`src/rtl/adma_atx_exec.sv`:
```
// rtl/adma_atx_exec.sv - in-order outstanding table issuing AXI AR/AW and retiring on B
// Optional macro ADMA_ATX_EXEC_AW_AFTER_AR_EN holds each AW until its AR has handshaken.
module adma_atx_exec #(
  parameter int DMA_CHN_NUM   = 4,
  parameter int SRC_ADDR_W    = 32,
  parameter int DST_ADDR_W    = 32,
  parameter int MST_ID_W      = 5,
  parameter int ATX_LEN_W     = 8,
  parameter int OUTSTD_NUM    = 4,
  parameter int DMA_CHN_NUM_W = $clog2(DMA_CHN_NUM)
) (
  input  logic                     clk,
  input  logic                     rst_n,
  input  logic [DMA_CHN_NUM_W-1:0] atx_chn_id,
  input  logic [MST_ID_W-1:0]      arid,
  input  logic [SRC_ADDR_W-1:0]    araddr,
  input  logic [ATX_LEN_W-1:0]     arlen,
  input  logic [1:0]               arburst,
  input  logic [MST_ID_W-1:0]      awid,
  input  logic [DST_ADDR_W-1:0]    awaddr,
  input  logic [ATX_LEN_W-1:0]     awlen,
  input  logic [1:0]               awburst,
  input  logic                     atx_vld,
  output logic                     atx_rdy,
  output logic                     atx_done,
  output logic [DMA_CHN_NUM_W-1:0] atx_done_chn_id,
  output logic                     atx_err,
  output logic [MST_ID_W-1:0]      m_arid,
  output logic [SRC_ADDR_W-1:0]    m_araddr,
  output logic [ATX_LEN_W-1:0]     m_arlen,
  output logic [1:0]               m_arburst,
  output logic                     m_arvalid,
  input  logic                     m_arready,
  output logic [MST_ID_W-1:0]      m_awid,
  output logic [DST_ADDR_W-1:0]    m_awaddr,
  output logic [ATX_LEN_W-1:0]     m_awlen,
  output logic [1:0]               m_awburst,
  output logic                     m_awvalid,
  input  logic                     m_awready,
  input  logic [MST_ID_W-1:0]      m_bid,
  input  logic [1:0]               m_bresp,
  input  logic                     m_bvalid,
  output logic                     m_bready
);

  localparam int IDX_W = $clog2(OUTSTD_NUM);
  localparam int PTR_W = IDX_W + 1;
  localparam logic [PTR_W-1:0] FULL_CNT = PTR_W'(OUTSTD_NUM);

  logic [PTR_W-1:0] wr_ptr_q, wr_ptr_d;
  logic [PTR_W-1:0] ar_ptr_q, ar_ptr_d;
  logic [PTR_W-1:0] aw_ptr_q, aw_ptr_d;
  logic [PTR_W-1:0] rt_ptr_q, rt_ptr_d;
  logic             atx_done_q, atx_done_d;
  logic             atx_err_q, atx_err_d;
  logic [DMA_CHN_NUM_W-1:0] atx_done_chn_id_q, atx_done_chn_id_d;

  logic [DMA_CHN_NUM_W-1:0] chn_tbl_q     [OUTSTD_NUM];
  logic [MST_ID_W-1:0]      arid_tbl_q    [OUTSTD_NUM];
  logic [SRC_ADDR_W-1:0]    araddr_tbl_q  [OUTSTD_NUM];
  logic [ATX_LEN_W-1:0]     arlen_tbl_q   [OUTSTD_NUM];
  logic [1:0]               arburst_tbl_q [OUTSTD_NUM];
  logic [MST_ID_W-1:0]      awid_tbl_q    [OUTSTD_NUM];
  logic [DST_ADDR_W-1:0]    awaddr_tbl_q  [OUTSTD_NUM];
  logic [ATX_LEN_W-1:0]     awlen_tbl_q   [OUTSTD_NUM];
  logic [1:0]               awburst_tbl_q [OUTSTD_NUM];

  logic [PTR_W-1:0] occ, ar_pend, aw_pend, b_pend;
  logic [IDX_W-1:0] wr_idx, ar_idx, aw_idx, rt_idx;
  logic             acc, ar_hs, aw_hs, b_hs;
  logic             unused_bresp0;

  assign unused_bresp0 = m_bresp[0];

  assign occ     = wr_ptr_q - rt_ptr_q;
  assign ar_pend = wr_ptr_q - ar_ptr_q;
  assign aw_pend = wr_ptr_q - aw_ptr_q;
  assign b_pend  = aw_ptr_q - rt_ptr_q;

  assign wr_idx = wr_ptr_q[IDX_W-1:0];
  assign ar_idx = ar_ptr_q[IDX_W-1:0];
  assign aw_idx = aw_ptr_q[IDX_W-1:0];
  assign rt_idx = rt_ptr_q[IDX_W-1:0];

  // Ready looks at pre-retire occupancy, so a full table never accepts and retires together.
  assign atx_rdy   = (occ != FULL_CNT);
  assign m_arvalid = (ar_pend != '0);
`ifdef ADMA_ATX_EXEC_AW_AFTER_AR_EN
  assign m_awvalid = (aw_pend != '0) && (ar_ptr_q != aw_ptr_q);
`else
  assign m_awvalid = (aw_pend != '0);
`endif
  assign m_bready  = (b_pend != '0);

  assign acc   = atx_vld && atx_rdy;
  assign ar_hs = m_arvalid && m_arready;
  assign aw_hs = m_awvalid && m_awready;
  assign b_hs  = m_bvalid && m_bready;

  assign m_arid    = arid_tbl_q[ar_idx];
  assign m_araddr  = araddr_tbl_q[ar_idx];
  assign m_arlen   = arlen_tbl_q[ar_idx];
  assign m_arburst = arburst_tbl_q[ar_idx];
  assign m_awid    = awid_tbl_q[aw_idx];
  assign m_awaddr  = awaddr_tbl_q[aw_idx];
  assign m_awlen   = awlen_tbl_q[aw_idx];
  assign m_awburst = awburst_tbl_q[aw_idx];

  assign atx_done        = atx_done_q;
  assign atx_done_chn_id = atx_done_chn_id_q;
  assign atx_err         = atx_err_q;

  always_comb begin
    wr_ptr_d          = wr_ptr_q + PTR_W'(acc);
    ar_ptr_d          = ar_ptr_q + PTR_W'(ar_hs);
    aw_ptr_d          = aw_ptr_q + PTR_W'(aw_hs);
    rt_ptr_d          = rt_ptr_q + PTR_W'(b_hs);
    atx_done_d        = b_hs;
    atx_done_chn_id_d = atx_done_chn_id_q;
    atx_err_d         = 1'b0;
    if (b_hs) begin
      atx_done_chn_id_d = chn_tbl_q[rt_idx];
      atx_err_d         = m_bresp[1] | (m_bid != awid_tbl_q[rt_idx]);
    end
  end

  always_ff @(posedge clk or negedge rst_n) begin
    if (!rst_n) begin
      wr_ptr_q          <= '0;
      ar_ptr_q          <= '0;
      aw_ptr_q          <= '0;
      rt_ptr_q          <= '0;
      atx_done_q        <= 1'b0;
      atx_done_chn_id_q <= '0;
      atx_err_q         <= 1'b0;
    end else begin
      wr_ptr_q          <= wr_ptr_d;
      ar_ptr_q          <= ar_ptr_d;
      aw_ptr_q          <= aw_ptr_d;
      rt_ptr_q          <= rt_ptr_d;
      atx_done_q        <= atx_done_d;
      atx_done_chn_id_q <= atx_done_chn_id_d;
      atx_err_q         <= atx_err_d;
    end
  end

  // Table payload needs no reset: pointers alone decide which entries are live.
  always_ff @(posedge clk) begin
    if (acc) begin
      chn_tbl_q[wr_idx]     <= atx_chn_id;
      arid_tbl_q[wr_idx]    <= arid;
      araddr_tbl_q[wr_idx]  <= araddr;
      arlen_tbl_q[wr_idx]   <= arlen;
      arburst_tbl_q[wr_idx] <= arburst;
      awid_tbl_q[wr_idx]    <= awid;
      awaddr_tbl_q[wr_idx]  <= awaddr;
      awlen_tbl_q[wr_idx]   <= awlen;
      awburst_tbl_q[wr_idx] <= awburst;
    end
  end

endmodule

```
`config.mk`:
```
export PLATFORM = sky130hd
export DESIGN_NAME = adma_atx_exec
export DESIGN_NICKNAME = d
export VERILOG_FILES = /design/src/rtl/adma_atx_exec.sv
export SDC_FILE = /design/constraint.sdc
export NUM_CORES = 1
export LEC_CHECK = 0
export BUFFER_PORTS_ARGS = -buffer_cell sky130_fd_sc_hd__buf_2
export CORE_MARGIN = 3
export CORE_UTILIZATION = 25
export CTS_CLUSTER_SIZE = 25
export DETAILED_ROUTE_END_ITERATION = 16
export PLACE_DENSITY = 0.39
export SYNTH_ARGS = -nofsm -noshare
export SYNTH_HDL_FRONTEND = slang
export SYNTH_SLANG_ARGS = --single-unit
```
`constraint.sdc`:
```
create_clock -name clk -period 10.1 [get_ports clk]
set_clock_uncertainty 0.1 [all_clocks]
set_input_delay 1.01 -clock clk [delete_from_list [all_inputs] [get_ports clk]]
set_output_delay 1.01 -clock clk [all_outputs]
set_load 0.05 [all_outputs]
```
==> impl_results.md, run 1 <==
* Count leader, synth: edfxtp_1
* Critical Path AT at 2.83 ns
* Cell area after layout at 18400 um^2
* Post-synth EDFFs at 384
* Final setup TNS at 0 ns
* Antenna viol nets, final at 0
* CTS tree: built
* Unrepaired setup endpoints after global routing: no
* Dpl cell area at 16900 um^2
* Layout area overhead at 23.8%
* Die Ht at 250 um
* DR DRC count at 0
* Vias in the first global route at 7659
* Filler cells at 5592
* Mean Syn Cell Area at 25.3 um^2
* Sequential-to-total area share from yosys stat at 80.3%
* Critical-path top delay cell: buf_4
* DP Wirelength at 19.2 mm
* Worst-path clk slew at 0.06 ns
* Synth area leaders: edfxtp_1 78%, mux4_2 15%, dfrtp_1 2.7%, ha_1 1.3%, mux4_1 0.71%
* Grt total ovfl at 0
* Critical path class: flip-flop to primary output
* Total I/O pin count at 211
* Crit end category: primary output
* I/O Buffers at 209
* Reg area at 11900 um^2
* GPL Wtd Cong at 0.661
* Clock sinks at 400
* Ys Warns at 0
* Crit-path max cell delay at 0.71 ns
* #FFs+latches synth at 400
* Top FF cell, synth: edfxtp_1
* Max Cap Viol at 0
* Initial antenna violation count at 6
* Initial core utilization at 25.5%
* Yosys top cell by area: edfxtp_1
* Worst Hold Margin at 0.289 ns
* First-pass GRT wire length at 50.0 mm
* CTS buffer count at 46
* Multi-input gate area at 2800 um^2
* Async S/R FF share, synth at 4.00%
* Hold Vio Cnt, Final at 0
* Clk root buf: clkbuf_16
* Resized cells post-CTS at 0
* Total track usage at 10.7%
* CP startpoint kind: flip-flop
* Layout cells sized above 1 at 45.6%
* # H-tree levels at 2
* Row Count at 88
* Synth unique cells at 23
* Hold Buf Count CTS at 0
* Commonest cells in the netlist: 384 x edfxtp_1, 97 x mux4_2, 16 x dfrtp_1, 16 x ha_1, 12 x xor2_1
* Largest net degree at the start of global routing at 62
* Post-CTS Setup Bufs at 0
* Slew at the pin closest to its max-slew limit at 1.07 ns
* Post-placement cell count at 1548
* FMAX at 254 MHz
* DRT iter0 DRCs at 319
* Clock buffer depth at 3
* Average wire per standard cell at 20.3 um
* Rel. slew slack at 28.4%
* Fin crit period at 3.94 ns
* Final nets at 956
* HP Class: input pin to async pin
* Vias at 6858
* Slew Limit Fails at 0
* Mapped Area at 14900 um^2
* TritonRoute pass-1 iters at 4
* Period utilisation layout at 39.0%
* Die area at 62400 um^2
* Die W at 250 um
* Crit-path cells: buf_4 > inv_1 > ha_1 > nor2b_1 > xnor2_1 > nand3_1 > buf_2
* Worst EP required at 8.99 ns
* Skew-Pair Late Insertion Delay at 0.55 ns
* Syn Nets at 711
* Status: completed
* Vias per cell at 4.19
* Final std cells w/o fill at 1635
* Routed wire length at 33.3 mm
* Final setup fails at 0
* Crit Path Max Fanout at 40
* Yosys top cell area share at 77.6%
* Post-synthesis cell count at 586
* Core footprint at 58200 um^2
## layout make-up
type	instances	share of cell area (%)
flip-flops and latches	400	64.9
multi-input cells	155	15.2
clock buffers	55	6.56
repair buffers	219	6.10
well taps	765	5.20
clock inverters	30	1.78
inverters	9	0.184
diodes	2	0.0272
## flip-flops by register name, summed over array words and instances (netlist names)
name and cells:
wr_ptr_q 3, chn_tbl_q 8, atx_done 1, awaddr_tbl_q 128
aw_ptr_q 3, araddr_tbl_q 128, awlen_tbl_q 32, atx_done_chn_id 2
ar_ptr_q 3, atx_err 1, arburst_tbl_q 8, awburst_tbl_q 8
rt_ptr_q 3, arid_tbl_q 20, awid_tbl_q 20, arlen_tbl_q 32
## final timing paths
path                        startpoint            endpoint  slack, ns  depth (start not counted)
setup / recovery           aw_ptr_q[0]            m_bready       6.16                          7
hold / removal                   rst_n         aw_ptr_q[0]       0.29                          1
setup reg to reg           rt_ptr_q[0]  araddr_tbl_q[3][0]       6.34                          7
hold reg to reg            ar_ptr_q[2]         ar_ptr_q[2]       0.39                          1
max in group asynchronous        rst_n         ar_ptr_q[0]       9.27                          1
min in group clk           ar_ptr_q[2]         ar_ptr_q[2]       0.39                          1
## critical path, delay by kind of cell, from the launching register on
family                   cells  cell delay, ns
XOR/XNOR                     1            0.18
AND/OR/NAND/NOR              2            0.23
adder cells (fa/ha/maj)      1            0.22
buffers and inverters        3            1.04
flip-flops                   1            0.56
## per-layer routing
layer	up-vias	wire, um	GRT usage [%]
li1	3011	-	-
met1	3609	13600	13.1
met2	176	16300	17.7
met3	58	2550	3.79
met4	4	799	3.40
met5	-	27	0
## per-stage QoR
stage          setup WS (ns)  utilization (%)
3_3_place_gp            6.17             28.9
3_5_place_dp            6.19             28.9
6_report                6.16             31.6
5_1_grt                 5.81             31.6
4_1_cts                 5.97             31.6
2_1_floorplan           1.51                -
## cell usage in the layout (no fill, tap or decap)
cell,Yosys,layout
clkbuf_16,0,47
nor2b_1,4,4
mux4_2,97,97
and3_4,0,2
edfxtp_1,384,384
mux2_2,2,2
clkinv_1,0,10
nor4_2,1,1
ha_1,16,16
buf_2,11,209
xor2_1,12,12
a31o_2,2,2
nor2_1,1,1
nand3_1,4,4
diode_2,0,2
mux4_1,4,4
and2_1,2,2
inv_6,0,2
xnor2_1,5,5
dfrtp_2,0,2
a21oi_1,1,1
dfrtp_1,16,12
clkinv_2,0,9
inv_1,9,9
clkbuf_1,6,8
dfrtp_4,0,2
clkinv_4,0,2
bufinv_16,0,7
nor3_2,0,2
buf_4,1,10
## logic make-up after synthesis
kind of cell	share of synthesized area (%)
compound gates	0.152
xor+xnor	1.00
fa+ha+maj	1.35
buf+inv	0.952
flops	80.3
mux	15.6
simple gates	0.649
Power of run 1 is left out: the tool's default activity adds up to more than one toggle a clock period on the data nets, which glitch-free logic cannot reach.
==> run 2: changes to the inputs <==
--- a/config.mk
+++ b/config.mk
@@ -5,6 +5,7 @@
 export SDC_FILE = /design/constraint.sdc
 export NUM_CORES = 1
 export LEC_CHECK = 0
+export ABC_AREA = 1
 export BUFFER_PORTS_ARGS = -buffer_cell sky130_fd_sc_hd__buf_2
 export CORE_MARGIN = 3
 export CORE_UTILIZATION = 25
==> constraint.sdc (replaced) <==
create_clock -name clk -period 3.8 [get_ports clk]
set_clock_uncertainty 0.1 [all_clocks]
set_input_delay 0.38 -clock clk [delete_from_list [all_inputs] [get_ports clk]]
set_output_delay 0.38 -clock clk [all_outputs]
set_load 0.05 [all_outputs]
==> impl_results.md, run 2 <==
* Yosys top cell by area: edfxtp_1
* First-pass GRT wire length at 60.2 mm
* Status: completed
* CTS tree: built
* Initial core utilization at 25.6%
* DP Wirelength at 22.0 mm
* Synth unique cells at 27
* Clock sinks at 400
* TritonRoute pass-1 iters at 4
* Slew Limit Fails at 0
* Total track usage at 12.4%
* DRT iter0 DRCs at 387
* Average wire per standard cell at 18.3 um
* Synth area leaders: edfxtp_1 76%, o21ai_0 6.2%, nor2_1 4.8%, o22ai_1 3.9%, dfrtp_1 2.6%
* Final nets at 1505
* CP startpoint kind: flip-flop
* Die W at 253 um
* Critical Path AT at 2.79 ns
* Crit Path Max Fanout at 66
* Rel. slew slack at 48.6%
* Largest net degree at the start of global routing at 95
* CTS buffer count at 47
* Fin crit period at 3.27 ns
* Slew at the pin closest to its max-slew limit at 0.771 ns
* Final setup fails at 0
* Commonest non-fill, non-tap cell in the layout: edfxtp_1
* Crit path from: aw_ptr_q[0]
* Count leader, synth: edfxtp_1
* Clk root buf: clkbuf_16
* Post-synth EDFFs at 384
* Vias per cell at 4.39
* Clock buffer depth at 3
* Post-placement cell count at 2005
* Antenna viol nets, final at 0
* DR DRC count at 0
* Worst setup margin at 0.533 ns
* Largest regs: araddr_tbl_q (128), awaddr_tbl_q (128)
* Unrepaired setup endpoints after global routing: no
* Layout area overhead at 29.2%
* Core footprint at 59700 um^2
* Most frequent cells in the layout: 384 x edfxtp_1, 209 x buf_2, 194 x nor2_1
* Vias at 9613
* Hold Crit Start: m_bvalid
* Crit end category: primary output
* Skew-Pair Late Insertion Delay at 0.56 ns
* # H-tree levels at 2
* Initial antenna violation count at 5
* Final std cells w/o fill at 2188
* Total I/O pin count at 211
* DP Worst Slack at 1.00 ns
* Mapped Area at 15300 um^2
* Worst EP required at 3.32 ns
* Resized cells post-CTS at 0
* Period utilisation layout at 86.0%
* Max Cap Viol at 0
* HP Class: input pin to flip-flop
* Hold Vio Cnt, Final at 0
* I/O Buffers at 209
* #FFs+latches synth at 400
* Row Count at 89
* Worst-path clk slew at 0.06 ns
* Post-synthesis cell count at 1067
* Layout cells sized above 1 at 21.9%
* Die area at 64000 um^2
* Yosys top cell area share at 75.6%
* Ys Warns at 0
* Critical path class: flip-flop to primary output
* Grt total ovfl at 0
* Worst r2r src: rt_ptr_q[1]
* FMAX at 306 MHz
* Mean Syn Cell Area at 14.3 um^2
* Post-CTS Setup Bufs at 0
* Top FF cell, synth: edfxtp_1
* Syn Nets at 1192
* Die Ht at 253 um
* Vias in the first global route at 9615
* Sequential-to-total area share from yosys stat at 78.2%
* Commonest cells in the netlist: 384 x edfxtp_1, 194 x nor2_1, 190 x o21ai_0
* Async S/R FF share, synth at 4.00%
* Routed wire length at 40.1 mm
* GPL Wtd Cong at 0.664
run 2: changes by cell type after synthesis, moves of 5 or more:
cell,before,now
buf_4,1,9
clkbuf_1,6,39
inv_1,9,14
inv_2,0,5
mux4_2,97,0
nand2_1,0,41
nand2_2,0,5
nand3_1,4,14
nor2_1,1,194
o21ai_0,0,190
o22ai_1,0,96
xor2_1,12,7
run 2: final cells by class:
type                            instances  area (um^2)
Clock inverter                         10         75.1
Sequential cell                       400        11900
Antenna cell                            2         5.00
Inverter                               19         78.8
Fill cell                            5953        40000
Timing Repair Buffer                  327         2280
Clock buffer                           72         1330
Multi-Input combinational cell        585         3030
Tap cell                              773          967
run 2: worst paths after layout:
kind / endpoint / cells past startpoint / slack (ns)
min reg2reg: ar_ptr_q[2] / 1 / 0.38
max: m_awlen[7] / 5 / 0.53
max reg2reg: araddr_tbl_q[0][30] / 8 / 1.06
min: atx_err / 3 / 0.04
max in group asynchronous: aw_ptr_q[0] / 2 / 3.02
min in group asynchronous: aw_ptr_q[0] / 2 / 0.25
run 2: worst max-delay path: stages (launching register included):
cell and delay, ns:
dfrtp_4 0.63, inv_2 0.53, buf_12 0.35, o21ai_0 0.13, o22ai_1 0.23, buf_2 0.31
run 2: through the flow:
| step | utilization, % | hold WS [ns] | instance area, um^2 | setup TNS, ns |
|---|---|---|---|---|
| 2_1_floorplan | - | -0.0156 | 15300 | -129.14 |
| 3_3_place_gp | 29.0 | 0.247 | 17300 | 0 |
| 3_5_place_dp | 29.0 | 0.250 | 17300 | 0 |
| 4_1_cts | 33.0 | 0.000393 | 19700 | 0 |
| 5_1_grt | 33.0 | 0.0404 | 19700 | 0 |
| 6_report | 33.0 | 0.0358 | 19700 | 0 |
run 2: layer usage:
metal | track usage, % | share of wire (%) | vias to the layer above
met5 | 0 | 0.090 | -
met4 | 3.81 | 2.3 | 6
met3 | 3.88 | 6.5 | 75
met2 | 20.1 | 46 | 226
met1 | 15.9 | 45 | 4685
li1 | - | - | 4621
run 2: kinds of logic (layout without fill, tap and decap cells):
family,after synthesis,after routing,share of synthesized area (%)
AO/OA/AOI/OAI,298,298,10.7
flip-flops,400,400,78.2
XOR/XNOR,10,10,0.574
buffers and inverters,82,428,2.49
adder cells (fa/ha/maj),16,16,1.31
other,0,2,0
AND/OR/NAND/NOR,261,261,6.74
run 2: timing repair:
item / 4_1_cts / 5_1_grt
hold endpoints to repair: 402 / 0
hold buffers: 99 / 0
endpoints found under the setup margin: 0 / 0
Power of run 2 is left out for the same reason.
